**config.mk**
```make
export PLATFORM = sky130hd
export DESIGN_NAME = decode_unit
export DESIGN_NICKNAME = d
export VERILOG_FILES = /design/src/rtl/decode_unit.sv
export SDC_FILE = /design/constraint.sdc
export NUM_CORES = 1
export LEC_CHECK = 0
export CAP_MARGIN = 20
export CORE_ASPECT_RATIO = 0.9
export CORE_MARGIN = 2
export CORE_UTILIZATION = 30
export DETAILED_ROUTE_END_ITERATION = 8
export DONT_BUFFER_PORTS = 1
export GPL_TIMING_DRIVEN = 0
export REMOVE_ABC_BUFFERS = 1
export SETUP_SLACK_MARGIN = 0.15
export SLEW_MARGIN = 10
export SYNTH_ARGS = -nofsm -noshare
export SYNTH_HDL_FRONTEND = slang
export SYNTH_SLANG_ARGS = --single-unit
```
**constraint.sdc**
```tcl
create_clock -name clock_i -period 1.5 [get_ports clock_i]
set_clock_uncertainty 0.15 [all_clocks]
set_input_delay 0.15 -clock clock_i [delete_from_list [all_inputs] [get_ports clock_i]]
set_output_delay 0.15 -clock clock_i [all_outputs]
set_load 0.02 [all_outputs]
```
**src/rtl/decode_unit.sv**
```systemverilog
// decode_unit: three-stage decoder for a PowerPC-style subset (D, B and A forms).
// Stage 1 registers the instruction, stage 2 classifies it, stage 3 formats the
// output bundle. IBM bit numbering: instruction bit k is instruction_i[31-k],
// body bit k is bodyOut[83-k], so the 64-bit immediate sits in bodyOut[63:0].
// Optional macro DECODE_UNIT_TRACE_EN: prints each valid output (simulation only).
module decode_unit #(
    parameter int addressWidth            = 64,
    parameter int instructionWidth        = 32,
    parameter int PidSize                 = 20,
    parameter int TidSize                 = 16,
    parameter int instructionCounterWidth = 64,
    parameter int instMinIdWidth          = 7,
    parameter int opcodeSize              = 12,
    parameter int regAccessPatternSize    = 2,
    parameter int funcUnitCodeSize        = 3
) (
    input  logic                               clock_i,
    input  logic                               reset_i,
    input  logic                               enable_i,
    input  logic                               stall_i,
    input  logic [instructionWidth-1:0]        instruction_i,
    input  logic [addressWidth-1:0]            instructionAddress_i,
    input  logic                               is64Bit_i,
    input  logic [PidSize-1:0]                 instructionPid_i,
    input  logic [TidSize-1:0]                 instructionTid_i,
    input  logic [instructionCounterWidth-1:0] instructionMajId_i,
    output logic                               enableOut,
    output logic [24:0]                        instFormat_o,
    output logic [opcodeSize-1:0]              opcodeOut,
    output logic [addressWidth-1:0]            addressOut,
    output logic                               is64BitOut,
    output logic [PidSize-1:0]                 pidOut,
    output logic [TidSize-1:0]                 tidOut,
    output logic [instructionCounterWidth-1:0] majIDOut,
    output logic [instMinIdWidth-1:0]          minIDOut,
    output logic [funcUnitCodeSize-1:0]        funcUnitTypeOut,
    output logic [regAccessPatternSize-1:0]    op1rwOut,
    output logic [regAccessPatternSize-1:0]    op2rwOut,
    output logic [regAccessPatternSize-1:0]    op3rwOut,
    output logic [regAccessPatternSize-1:0]    op4rwOut,
    output logic                               op1IsRegOut,
    output logic                               op2IsRegOut,
    output logic                               op3IsRegOut,
    output logic                               op4IsRegOut,
    output logic [83:0]                        bodyOut
);

    localparam logic [1:0] KIND_D = 2'd0;
    localparam logic [1:0] KIND_B = 2'd1;
    localparam logic [1:0] KIND_A = 2'd2;

    localparam logic [24:0] FMT_B = 25'd2;
    localparam logic [24:0] FMT_D = 25'd32;
    localparam logic [24:0] FMT_A = 25'd512;

    localparam logic [funcUnitCodeSize-1:0] UNIT_INT = 'd0;
    localparam logic [funcUnitCodeSize-1:0] UNIT_LS  = 'd1;
    localparam logic [funcUnitCodeSize-1:0] UNIT_BR  = 'd2;
    localparam logic [funcUnitCodeSize-1:0] UNIT_FP  = 'd3;

    localparam logic [regAccessPatternSize-1:0] ACC_R = 'd1;
    localparam logic [regAccessPatternSize-1:0] ACC_W = 'd2;

    // ---------------- stage 1 ----------------
    logic                               r1_valid;
    logic [instructionWidth-1:0]        r1_instr;
    logic [addressWidth-1:0]            r1_addr;
    logic                               r1_is64;
    logic [PidSize-1:0]                 r1_pid;
    logic [TidSize-1:0]                 r1_tid;
    logic [instructionCounterWidth-1:0] r1_maj;

    // Capture the incoming instruction and its sideband unless stalled
    always_ff @(posedge clock_i or negedge reset_i) begin
        if (!reset_i) begin
            r1_valid <= 1'b0;
            r1_instr <= '0;
            r1_addr  <= '0;
            r1_is64  <= 1'b0;
            r1_pid   <= '0;
            r1_tid   <= '0;
            r1_maj   <= '0;
        end else if (!stall_i) begin
            r1_valid <= enable_i;
            r1_instr <= instruction_i;
            r1_addr  <= instructionAddress_i;
            r1_is64  <= is64Bit_i;
            r1_pid   <= instructionPid_i;
            r1_tid   <= instructionTid_i;
            r1_maj   <= instructionMajId_i;
        end
    end

    // ---------------- stage 2 ----------------
    logic [5:0] w_primary;
    logic [4:0] w_xop;
    assign w_primary = r1_instr[31:26];
    assign w_xop     = r1_instr[5:1];

    logic w_is_d, w_is_b, w_is_a, w_xop_fp, w_op1_read, w_zext;

    // Match the stage-1 instruction against the supported encodings
    always_comb begin
        w_xop_fp   = w_xop inside {5'd18, 5'd20, 5'd21, 5'd22, 5'd24, 5'd25,
                                   5'd26, 5'd28, 5'd29, 5'd30, 5'd31};
        w_is_d     = w_primary inside {6'd2, 6'd3, 6'd7, 6'd8, [6'd10:6'd15],
                                       [6'd24:6'd29], [6'd32:6'd55]};
        w_is_b     = (w_primary == 6'd16);
        w_is_a     = ((w_primary == 6'd59) && w_xop_fp) ||
                     ((w_primary == 6'd63) && (w_xop_fp || (w_xop == 5'd23))) ||
                     ((w_primary == 6'd31) && (w_xop == 5'd15));
        // traps, compares and stores only read their first register
        w_op1_read = w_primary inside {6'd2, 6'd3, 6'd10, 6'd11, [6'd36:6'd39],
                                       6'd44, 6'd45, 6'd47, [6'd52:6'd55]};
        // logical immediates are unsigned
        w_zext     = w_primary inside {[6'd24:6'd29]};
    end

    logic [1:0]                  w_kind;
    logic [funcUnitCodeSize-1:0] w_unit;
    logic                        w_supported;

    // Pick the instruction form and functional unit
    always_comb begin
        w_supported = 1'b1;
        w_kind      = KIND_D;
        w_unit      = UNIT_INT;
        if (w_is_d) begin
            w_kind = KIND_D;
            w_unit = w_primary[5] ? UNIT_LS : UNIT_INT;
        end else if (w_is_b) begin
            w_kind = KIND_B;
            w_unit = UNIT_BR;
        end else if (w_is_a) begin
            w_kind = KIND_A;
            w_unit = (w_primary == 6'd31) ? UNIT_INT : UNIT_FP;
        end else begin
            w_supported = 1'b0;
        end
    end

    logic                               r2_valid;
    logic [1:0]                         r2_kind;
    logic [funcUnitCodeSize-1:0]        r2_unit;
    logic                               r2_op1_read;
    logic                               r2_zext;
    logic [instructionWidth-1:0]        r2_instr;
    logic [addressWidth-1:0]            r2_addr;
    logic                               r2_is64;
    logic [PidSize-1:0]                 r2_pid;
    logic [TidSize-1:0]                 r2_tid;
    logic [instructionCounterWidth-1:0] r2_maj;

    // Register the classification; unsupported encodings become bubbles here
    always_ff @(posedge clock_i or negedge reset_i) begin
        if (!reset_i) begin
            r2_valid    <= 1'b0;
            r2_kind     <= KIND_D;
            r2_unit     <= UNIT_INT;
            r2_op1_read <= 1'b0;
            r2_zext     <= 1'b0;
            r2_instr    <= '0;
            r2_addr     <= '0;
            r2_is64     <= 1'b0;
            r2_pid      <= '0;
            r2_tid      <= '0;
            r2_maj      <= '0;
        end else if (!stall_i) begin
            r2_valid    <= r1_valid && w_supported;
            r2_kind     <= w_kind;
            r2_unit     <= w_unit;
            r2_op1_read <= w_op1_read;
            r2_zext     <= w_zext;
            r2_instr    <= r1_instr;
            r2_addr     <= r1_addr;
            r2_is64     <= r1_is64;
            r2_pid      <= r1_pid;
            r2_tid      <= r1_tid;
            r2_maj      <= r1_maj;
        end
    end

    // ---------------- stage 3 ----------------
    logic                            w_en;
    logic [24:0]                     w_fmt;
    logic [opcodeSize-1:0]           w_opc;
    logic [funcUnitCodeSize-1:0]     w_unit_o;
    logic [regAccessPatternSize-1:0] w_rw1, w_rw2, w_rw3, w_rw4;
    logic                            w_reg1, w_reg2, w_reg3, w_reg4;
    logic [83:0]                     w_body;

    // Build the output bundle; branch fields are CR/immediate, not GPR operands
    always_comb begin
        w_en     = 1'b0;
        w_fmt    = '0;
        w_opc    = '0;
        w_unit_o = '0;
        w_rw1    = '0;
        w_rw2    = '0;
        w_rw3    = '0;
        w_rw4    = '0;
        w_reg1   = 1'b0;
        w_reg2   = 1'b0;
        w_reg3   = 1'b0;
        w_reg4   = 1'b0;
        w_body   = '0;
        if (r2_valid) begin
            w_en           = 1'b1;
            w_unit_o       = r2_unit;
            w_body[83:79]  = r2_instr[25:21];
            w_body[78:74]  = r2_instr[20:16];
            case (r2_kind)
                KIND_D: begin
                    w_fmt         = FMT_D;
                    w_opc         = {r2_instr[31:26], 6'b0};
                    w_body[63:0]  = r2_zext ? {48'b0, r2_instr[15:0]}
                                            : {{48{r2_instr[15]}}, r2_instr[15:0]};
                    w_rw1         = r2_op1_read ? ACC_R : ACC_W;
                    w_reg1        = 1'b1;
                    w_rw2         = ACC_R;
                    w_reg2        = 1'b1;
                    w_rw3         = ACC_R;
                end
                KIND_B: begin
                    w_fmt         = FMT_B;
                    w_opc         = {r2_instr[31:26], 6'b0};
                    w_body[73]    = r2_instr[1];
                    w_body[72]    = r2_instr[0];
                    w_body[63:0]  = {{48{r2_instr[15]}}, r2_instr[15:2], 2'b00};
                end
                default: begin
                    w_fmt         = FMT_A;
                    w_opc         = {r2_instr[31:26], 1'b0, r2_instr[5:1]};
                    w_body[73:69] = r2_instr[15:11];
                    w_body[68:64] = r2_instr[10:6];
                    w_body[63]    = r2_instr[0];
                    w_rw1         = ACC_W;
                    w_reg1        = 1'b1;
                    w_rw2         = ACC_R;
                    w_reg2        = 1'b1;
                    w_rw3         = ACC_R;
                    w_reg3        = 1'b1;
                    w_rw4         = ACC_R;
                    // isel's fourth operand is a CR bit index
                    w_reg4        = (r2_instr[31:26] != 6'd31);
                end
            endcase
        end
    end

    // Output register; bubbles drive every field to zero
    always_ff @(posedge clock_i or negedge reset_i) begin
        if (!reset_i) begin
            enableOut       <= 1'b0;
            instFormat_o    <= '0;
            opcodeOut       <= '0;
            addressOut      <= '0;
            is64BitOut      <= 1'b0;
            pidOut          <= '0;
            tidOut          <= '0;
            majIDOut        <= '0;
            funcUnitTypeOut <= '0;
            op1rwOut        <= '0;
            op2rwOut        <= '0;
            op3rwOut        <= '0;
            op4rwOut        <= '0;
            op1IsRegOut     <= 1'b0;
            op2IsRegOut     <= 1'b0;
            op3IsRegOut     <= 1'b0;
            op4IsRegOut     <= 1'b0;
            bodyOut         <= '0;
        end else if (!stall_i) begin
            enableOut       <= w_en;
            instFormat_o    <= w_fmt;
            opcodeOut       <= w_opc;
            addressOut      <= r2_valid ? r2_addr : '0;
            is64BitOut      <= r2_valid && r2_is64;
            pidOut          <= r2_valid ? r2_pid : '0;
            tidOut          <= r2_valid ? r2_tid : '0;
            majIDOut        <= r2_valid ? r2_maj : '0;
            funcUnitTypeOut <= w_unit_o;
            op1rwOut        <= w_rw1;
            op2rwOut        <= w_rw2;
            op3rwOut        <= w_rw3;
            op4rwOut        <= w_rw4;
            op1IsRegOut     <= w_reg1;
            op2IsRegOut     <= w_reg2;
            op3IsRegOut     <= w_reg3;
            op4IsRegOut     <= w_reg4;
            bodyOut         <= w_body;
        end
    end

    assign minIDOut = '0;

`ifdef DECODE_UNIT_TRACE_EN
    // Simulation trace of every valid output bundle
    always @(posedge clock_i) begin
        if (enableOut)
            $display("decode_unit: maj=%0d addr=%h fmt=%0d opc=%h",
                     majIDOut, addressOut, instFormat_o, opcodeOut);
    end
`else
    // trace disabled: no print logic
`endif

endmodule

```
# ---- Yosys cells after proc, flatten, opt, wreduce, memory -nomap -nowiden
# Cells that the tools add are included.
# Widths: inputs -> output; s select.
dict set report word_totals {
  elab_cells 129
  output_inout_bits 309
  mem_count 0
  regBits 702
  mem_bits_ro 0
  latch_bits 0
  mem_bits_rw 0
  in_bits 201
}
dict set report op_classes {
  n_mul 0
  shift 0
  n_lt_le_gt_ge 9
  bitwise 0
  div_mod_pow 0
  add_sub_neg 0
  eq_ne 28
  reduce_logical 18
  mux 40
}
# operator count
set op_table {}
lappend op_table {{$mux 64} 3}
lappend op_table {{$pmux 63 s2} 1}
lappend op_table {{$mux 84} 1}
lappend op_table {{$eq 5x5->1 const B} 12}
lappend op_table {{$eq 6x6->1 const B} 5}
lappend op_table {{$mux 20} 1}
lappend op_table {{$pmux 10 s2} 1}
lappend op_table {{$eq 6x4->1 const B} 3}
lappend op_table {{$ge 6x6->1 const B} 3}
lappend op_table {{$mux 2} 9}
lappend op_table {{$mux 16} 1}
lappend op_table {{$mux 1} 15}
lappend op_table {{$eq 6x2->1 const B} 2}
lappend op_table {{$eq 6x5->1 const B} 2}
lappend op_table {{$le 6x6->1 const B} 2}
lappend op_table {{$mux 12} 1}
lappend op_table {{$reduce_bool 11->1} 1}
lappend op_table {{$logic_and 1x1->1} 10}
lappend op_table {{$mux 10} 1}
lappend op_table {{$reduce_bool 9->1} 1}
lappend op_table {{$mux 8} 1}
lappend op_table {{$pmux 2 s2} 2}
lappend op_table {{$reduce_bool 7->1} 1}
lappend op_table {{$eq 6x3->1 const B} 1}
lappend op_table {{other kinds (13)} 15}

# ---- Depth between registers and ports, before layout
# Gate-level depths: netlist of the first run.
dict set report depth {
  word_depth 10
  depth_mapped 7
  ltp_nobuf 4
}

# ---- Least setup slack after synthesis of the first run
# No wires, ideal clock.
dict set report synth_path {
  kind {register -> output}
  startpoint {register, netlist name bodyOut[62]}
  endpoint {output bodyOut[17]}
  arrival_ns 1.406
  required_time_ns 1.200
  path_stages_with_launch 2
  slack_ns -0.206
  n_path_buf 1
  path_cell_list {dfrtp_1 -> buf_4}
}
# item line_no
set synth_lines {}
lappend synth_lines {{end: declaration} 45} ;# output logic [83:0] bodyOut

==> metrics, run 1 <==
Detail Placement HPWL=32,000 um; sequential power share=0.466; Tot GR Track Use=0.137; GR Util met1=0.170; mean area per synthesized cell=13.9 um2; CP bufs+invs=2; maximum vdd ir drop=0.914 mV; fin nets=2,273; DIE WIDTH=315 um; Critical Path Max Stage Delay=870 ps; Root Buffer=clkbuf_16; remaining antenna violation count after routing=0; Setup crit end kind=primary output; Initial Utilization=0.303; Worst Setup Start Kind=register; internal power=34.5 mW; Yosys top cell area share=0.600; first-pass GRT wire length=95,900 um; Worst-Margin Slew=3030 ps; post-synthesis cell count=1,877; Top FF cell, synth=dfrtp_1; FF+latch count, synth=626; layout cells sized above 1=0.556; most frequent cells in the layout=dfrtp_1, mux2_4, dfrtp_2; Pins Over Slew Limit=662; Congestion Overflow GR=0; clk_lat worst skew=610 ps; Hold-fix buffers, CTS=198; CTS buffer count=70; GRT met2 Usage=0.220; most common cell after layout, fill and taps aside=dfrtp_1; Area Overhead vs Synth=32.0%; die height=284 um; most used cell, CP=buf_16; Finished Layout Cells=3,272; WP data arrival=2320 ps; starting DRC count in detailed routing=1,036; crit path kind=reg -> out; top cells by area, synth=dfrtp_1, mux2_4, nand2_1; outcome=finished, violations left; Final Cell Area=34,500 um2; fmax=381 MHz; leakage=15.8 nW; Psw=13.5 mW; placed insts=2,856; CORE AREA=86,100 um2; # rows=102; setup slack at placement=-1000 ps; peak fanout along the critical path=21; gpl congestion=0.789; Clk pwr share=0.368; wire per inst=19.8 um; Num Clock Sinks=626; worst min path class=in -> async; final wirelength=64,900 um; footprint of the multi-input gates=11,000 um2; fin crit period=2620 ps; PD cells=1390 nW/um2; CP Cell Sequence=buf_16 > buf_16; post-synth cell types=43; sequential fraction of the synthesis area=0.600; Final WS setup=-1120 ps; setup violators final=399; vias=15,000; I/O Buffers=0; dpl cell area=26,300 um2; Hold WS=-918 ps; met3 Use GR=0.0452; Net Sw Frac=0.281; Max H-tree Level=3; layer with the highest usage=met2; CP required=1200 ps; initial antenna violation count=6; Max Cap Viol=0; largest net degree at the start of global routing=820; fin crit share=1.75; failing checks=hold timing, slew limit, setup timing; post-route DRC violation count=0; Critical-path top delay cell=dfrtp_4; IO Pins=510; CP delay by family, top=flip-flops; EDFF count, synth=0; Register Area=16,000 um2; share of synthesized registers carrying an async set or reset=1.00; CTS tree=built; CTS Buffer Depth=3; clock-pin slew on the worst setup and hold paths=60 ps; cell taking the most area after synthesis=dfrtp_1; unrepaired setup endpoints after global routing=yes; vias in the first global route=15,600; die area=89,500 um2; yosys warns=0; Fin. Hold Viols=736; Vias/cell=4.59; DR pass1 iterations=5; fillers=7,673; Comb power frac=0.166; Syn Std Cell Area=26,100 um2; Slew Limit Headroom=-1.02
synthesized netlist by cell type (2+ instances only):
| cell type | n |
|---|---|
| dfrtp_1 | 626 |
| mux2_4 | 376 |
| nand2_1 | 376 |
| o21ai_0 | 101 |
| buf_4 | 97 |
| o21ai_1 | 86 |
| buf_6 | 53 |
| clkbuf_1 | 37 |
| a22o_1 | 33 |
| mux2_2 | 20 |
| buf_2 | 15 |
| a21o_1 | 5 |
| a21oi_1 | 5 |
| inv_1 | 4 |
| nand2b_1 | 4 |
| nand3_1 | 3 |
| a2111oi_2 | 2 |
| a22oi_1 | 2 |
| nand4_1 | 2 |
| nor2_1 | 2 |
| nor2_4 | 2 |
| nor2b_1 | 2 |
| nor3_1 | 2 |
| nor4_1 | 2 |
| o22ai_1 | 2 |
power groups by stage:
stage | logic [mW] | clock network [mW] | registers (mW)
6_report | 7.97 | 17.7 | 22.4
5_1_grt | 8.37 | 18.9 | 22.7
4_1_cts | 6.70 | 18.2 | 22.1
3_5_place_dp | 3.98 | 0 | 22.2
3_3_place_gp | 3.26 | 0 | 22.0
2_1_floorplan | 3.14 | 0 | 21.8
logic make-up (layout without fill, tap and decap cells):
family,count (synthesis),after routing,synth area share
simple gates,402,402,0.0607
compound gates,244,244,0.0543
flops,626,626,0.600
other cells,1,36,0.000144
mux,397,397,0.225
buf+inv,207,423,0.0602
stage by stage:
| stage | util | power, mW | TNS [ps] |
|---|---|---|---|
| finish | 0.400 | 48.1 | -149040 |
| global route | 0.400 | 50.0 | -51810 |
| CTS | 0.380 | 47.0 | -43660 |
| detailed placement | 0.305 | 26.2 | -93110 |
| global placement | 0.303 | 25.2 | -1441480 |
| floorplan | - | 24.9 | -694000 |
routing by layer:
metal	routed length (um)	up-vias
li1	-	6724
met5	52	-
met2	31700	443
met4	1990	8
met1	26300	7727
met3	4830	111
layout make-up:
type                       count  share of cell area
sequential                   626               0.463
multi-input combinational   1077               0.318
timing repair buffer         293               0.108
clock buffer                  98              0.0579
tap                         1144              0.0415
clock inverter                28              0.0111
inverter                       4            0.000435
antenna                        2            0.000145
timing repair:
item | 4_1_cts | 5_1_grt
hold endpoints to repair | 1252 | 1192
pin swaps | 27 | 43
cloned | 23 | 4
gates resized for setup | 459 | 468
endpoints found under the setup margin | 506 | 505
setup buffers | 49 | 15
state kept, by name (all words and copies together) (netlist names), 16 cells and up:
register / count
addressOut: 64
bodyOut: 38
majIDOut: 64
pidOut: 20
r1_addr: 64
r1_instr: 32
r1_maj: 64
r1_pid: 20
r1_tid: 16
r2_addr: 64
r2_instr: 32
r2_maj: 64
r2_pid: 20
r2_tid: 16
tidOut: 16
worst reg2reg max path: cells and delay by family, from the launching register on:
kind / cells / cell delay [ps]
DFF: 1 / 500
buffers and inverters: 3 / 500
AOI/OAI and AO/OA: 1 / 280
and+or+nand+nor: 2 / 130
final timing paths:
kind / cells after the start / slack [ps] / to / start
max reg2reg: 6 / -170 / bodyOut[63] / r2_valid
min reg2reg: 1 / 350 / r2_instr[8] / r1_instr[8]
max: 2 / -1120 / bodyOut[31] / bodyOut[62]
max in group asynchronous: 0 / 540 / addressOut[57] / reset_i
min in group clock_i: 1 / -510 / majIDOut[52] / stall_i
min: 0 / -920 / bodyOut[11] / reset_i
(Power assumes the default switching activity.)
==> inputs of run 2 (changes only) <==
Clock period 1.5 ns to 2.5 ns, I/O delays scaled along.
==> run 2 against run 1 <==
Effect of this change: the run now fails in 4_1_cts; synthesized cell count unchanged; synthesized area is the same.
==> metrics, run 2 <==
die height=284 um (unchanged); yosys warns=0 (unchanged); I/O Buffers=0 (unchanged); Num Clock Sinks=626 (unchanged); CTS buffer count=70 (unchanged); Hold-fix buffers, CTS=598 (+200%); sequential fraction of the synthesis area=0.600 (unchanged); most instantiated library cell after synthesis=dfrtp_1; gpl congestion=0.789 (unchanged); Yosys top cell area share=0.600 (unchanged); FF+latch count, synth=626 (unchanged); post-synth cell types=43 (unchanged); Syn Std Cell Area=26,100 um2 (unchanged); Last stage=4_1_cts; Root Buffer=clkbuf_16; top cells by area, synth=dfrtp_1, mux2_4, nand2_1; post-synthesis cell count=1,877 (unchanged); IO Pins=510 (unchanged); Initial Utilization=0.303 (unchanged); post-cts sizing count=0 (-100%); EDFF count, synth=0 (unchanged); Err=[ERROR RSZ-0060] Max buffer count reached.; outcome=aborted with a tool error; commonest cells in the netlist=dfrtp_1, mux2_4, nand2_1; setup bufs post-CTS=5 (-90%); Max H-tree Level=3 (unchanged); share of synthesized registers carrying an async set or reset=1.00 (unchanged); mean area per synthesized cell=13.9 um2 (unchanged); Top FF cell, synth=dfrtp_1; # rows=102 (unchanged); Detail Placement HPWL=32,000 um (unchanged); CTS Buffer Depth=3 (unchanged); cell taking the most area after synthesis=dfrtp_1; DIE WIDTH=315 um (unchanged)
## run 2: cell counts after synthesis
No cell type changed its count.
## run 2: cell families after synthesis
family / synth area share
compound gates: 0.0543
buf+inv: 0.0602
flops: 0.600
mux: 0.225
other cells: 0.000144
simple gates: 0.0607
## run 2: metrics by stage
stage | area [um2] | hold WS [ps] | setup WS (ps) | util | cells
after floorplan | 24700 | -196 | -4150 | - | 1707
after global placement | 26100 | -180 | -5980 | 0.303 | 2851
after detailed placement | 26300 | -179 | -4.97 | 0.305 | 2856
==> inputs of run 3 (changes only) <==
Settings changed: CORE_ASPECT_RATIO 0.9 to unset, CORE_UTILIZATION 30 to 20, PLACE_DENSITY_LB_ADDON set to 0.15, SETUP_SLACK_MARGIN 0.15 to unset.
==> run 3 against run 2 <==
Effect of this change: the flow now finishes, with violations (slew limit).
==> metrics, run 3 (synthesis results as in run 1) <==
outcome=finished, violations left; failing checks=slew limit; Max Cap Viol=0; Tot GR Track Use=0.108; CP bufs+invs=1; IO Pins=510 (unchanged); CP Cell Sequence=buf_16; Register Area=15,700 um2; final wirelength=71,700 um; CP required=2100 ps; Worst Setup Start Kind=register; initial antenna violation count=15; most common cell after layout, fill and taps aside=dlygate4sd3_1; largest net degree at the start of global routing=627; peak fanout along the critical path=21; WP data arrival=1930 ps; Pins Over Slew Limit=74; vias in the first global route=18,000; Fin. Hold Viols=0; Power, Total=29.4 mW; CTS Buffer Depth=3 (unchanged); footprint of the multi-input gates=9020 um2; leakage=16.7 nW; clock-pin slew on the worst setup and hold paths=60 ps; CORE AREA=130,000 um2; Critical-path top delay cell=dfrtp_4; I/O Buffers=0 (unchanged); fin crit share=0.930; Area Overhead vs Synth=42.0%; most frequent cells in the layout=dlygate4sd3_1, dfrtp_1, mux2_4, nand2_1, o21ai_0; # rows=132 (+29%); starting DRC count in detailed routing=717; fin nets=2,723; CTS buffer count=80 (+14%); Initial Utilization=0.202 (-0.102); fmax=430 MHz; Root Buffer=clkbuf_16; Vias/cell=3.81; die area=134,000 um2; Critical Path Max Stage Delay=820 ps; setup violators final=0; first-pass GRT wire length=111,000 um; remaining antenna violation count after routing=0; DIE WIDTH=365 um (+16%); Detail Placement HPWL=37,300 um (+16%); Worst-Margin Slew=1690 ps; unrepaired setup endpoints after global routing=no; post-route DRC violation count=0; fin crit period=2330 ps; wire per inst=16.5 um; vias=16,500; worst min path class=in -> reg; Setup crit end kind=primary output; PD cells=792 nW/um2; Hold WS=127 ps; Slew Limit Headroom=-0.125; CTS tree=built; gpl congestion=0.696 (-12%); crit path kind=reg -> out; Max H-tree Level=3 (unchanged); clk_lat worst skew=660 ps; fillers=13,400; die height=365 um (+29%); maximum vdd ir drop=0.493 mV; layout cells sized above 1=0.210; Congestion Overflow GR=0; Num Clock Sinks=626 (unchanged); DR pass1 iterations=4; CP delay by family, top=flip-flops
[run 3: final timing paths]
check / start / endpoint / slack, ps / cells past startpoint
max: bodyOut[62] / bodyOut[29] / 170 / 1
min: stall_i / tidOut[3] / 130 / 2
max reg2reg: r2_valid / bodyOut[63] / 200 / 3
min reg2reg: r1_pid[17] / r2_pid[17] / 360 / 1
max in group asynchronous: reset_i / r2_tid[9] / 660 / 4
min in group asynchronous: reset_i / r2_pid[8] / 140 / 3
[run 3: metrics by stage]
step / cell area (um2) / std cells / setup TNS [ps] / setup WS [ps] / utilization
5_1_grt: 37100 / 4335 / 0 / 9.97 / 0.286
3_5_place_dp: 27000 / 3454 / -752 / -283 / 0.208
2_1_floorplan: 24700 / 1707 / -426700 / -4150 / -
3_3_place_gp: 26900 / 3449 / -1427260 / -7970 / 0.207
6_report: 37100 / 4338 / 0 / 175 / 0.286
4_1_cts: 36900 / 4321 / 0 / 32.9 / 0.285
[run 3: timing repair]
action | CTS | global route
setup buffers | 1 | 0
hold buffers | 719 | 4
pin swaps | 0 | 0
resized for setup | 1 | 1
hold endpoints to repair | 1143 | 322
setup endpoints to repair | 4 | 1
[run 3: layout make-up]
class,count,area share
Multi-Input combinational cell,1077,0.243
Sequential cell,626,0.423
Clock buffer,126,0.0640
Antenna cell,9,0.000607
Timing Repair Buffer,733,0.204
Inverter,4,0.000405
Clock inverter,21,0.00637
Tap cell,1742,0.0588
[run 3: report_power, final]
group | total [mW] | internal, mW | switching, mW | leakage (nW)
Combinational | 4.60 | 3.06 | 1.54 | 7.69
Sequential | 13.2 | 11.4 | 1.77 | 7.72
Clock | 11.6 | 6.94 | 4.63 | 1.28
[run 3: per-layer routing]
metal | share of wire | GRT usage | vias up
met1 | 0.41 | 0.129 | 8354
met4 | 0.029 | 0.0362 | 16
met3 | 0.094 | 0.0481 | 119
met2 | 0.47 | 0.173 | 442
met5 | 0.0013 | 0 | -
li1 | - | - | 7576
==> inputs of run 4 (changes only) <==
Settings changed: CAP_MARGIN 20 to 5.
==> run 4 against run 3 <==
Effect of this change: the flow now stops in 4_1_cts; synthesized cell count did not move; synthesized area did not move.
==> metrics, run 4 <==
outcome=aborted with a tool error; Last stage=4_1_cts; Err=[ERROR RSZ-0060] Max buffer count reached.; share of synthesized registers carrying an async set or reset=1.00 (unchanged); Initial Utilization=0.202 (unchanged); Root Buffer=clkbuf_16; EDFF count, synth=0 (unchanged); setup bufs post-CTS=2 (+1); die height=365 um (unchanged); top cells by area, synth=dfrtp_1, mux2_4, nand2_1; placed insts=3,454 (unchanged); CTS buffer count=81 (+1.3%); post-synthesis cell count=1,877 (unchanged); Max H-tree Level=3 (unchanged); Detail Placement HPWL=37,200 um (-0.13%); Top FF cell, synth=dfrtp_1; sequential fraction of the synthesis area=0.600 (unchanged); IO Pins=510 (unchanged); FF+latch count, synth=626 (unchanged); Syn Std Cell Area=26,100 um2 (unchanged); post-cts sizing count=1 (unchanged); DIE WIDTH=365 um (unchanged); # rows=132 (unchanged); Hold-fix buffers, CTS=720 (+0.14%); gpl congestion=0.696 (unchanged); cell taking the most area after synthesis=dfrtp_1; Yosys top cell area share=0.600 (unchanged); post-synth cell types=43 (unchanged); commonest cells in the netlist=dfrtp_1, mux2_4, nand2_1; mean area per synthesized cell=13.9 um2 (unchanged); most instantiated library cell after synthesis=dfrtp_1; Num Clock Sinks=626 (unchanged); CTS Buffer Depth=3 (unchanged); I/O Buffers=0 (unchanged); yosys warns=0 (unchanged)
run 4: per-stage QoR:
stage          setup WS, ps   TNS, ps   util  hold slack (ps)  cell area (um2)
2_1_floorplan         -4150   -426700      -             -196            24700
3_3_place_gp          -7970  -1427260  0.207             -175            26900
3_5_place_dp           -278      -732  0.208             -179            27000
run 4: cell families after synthesis:
family                 Yosys count  share of synthesized area
AOI/OAI and AO/OA              244                     0.0543
buffers and inverters          207                     0.0602
DFF                            626                      0.600
other                            1                   0.000144
muxes                          397                      0.225
and+or+nand+nor                402                     0.0607
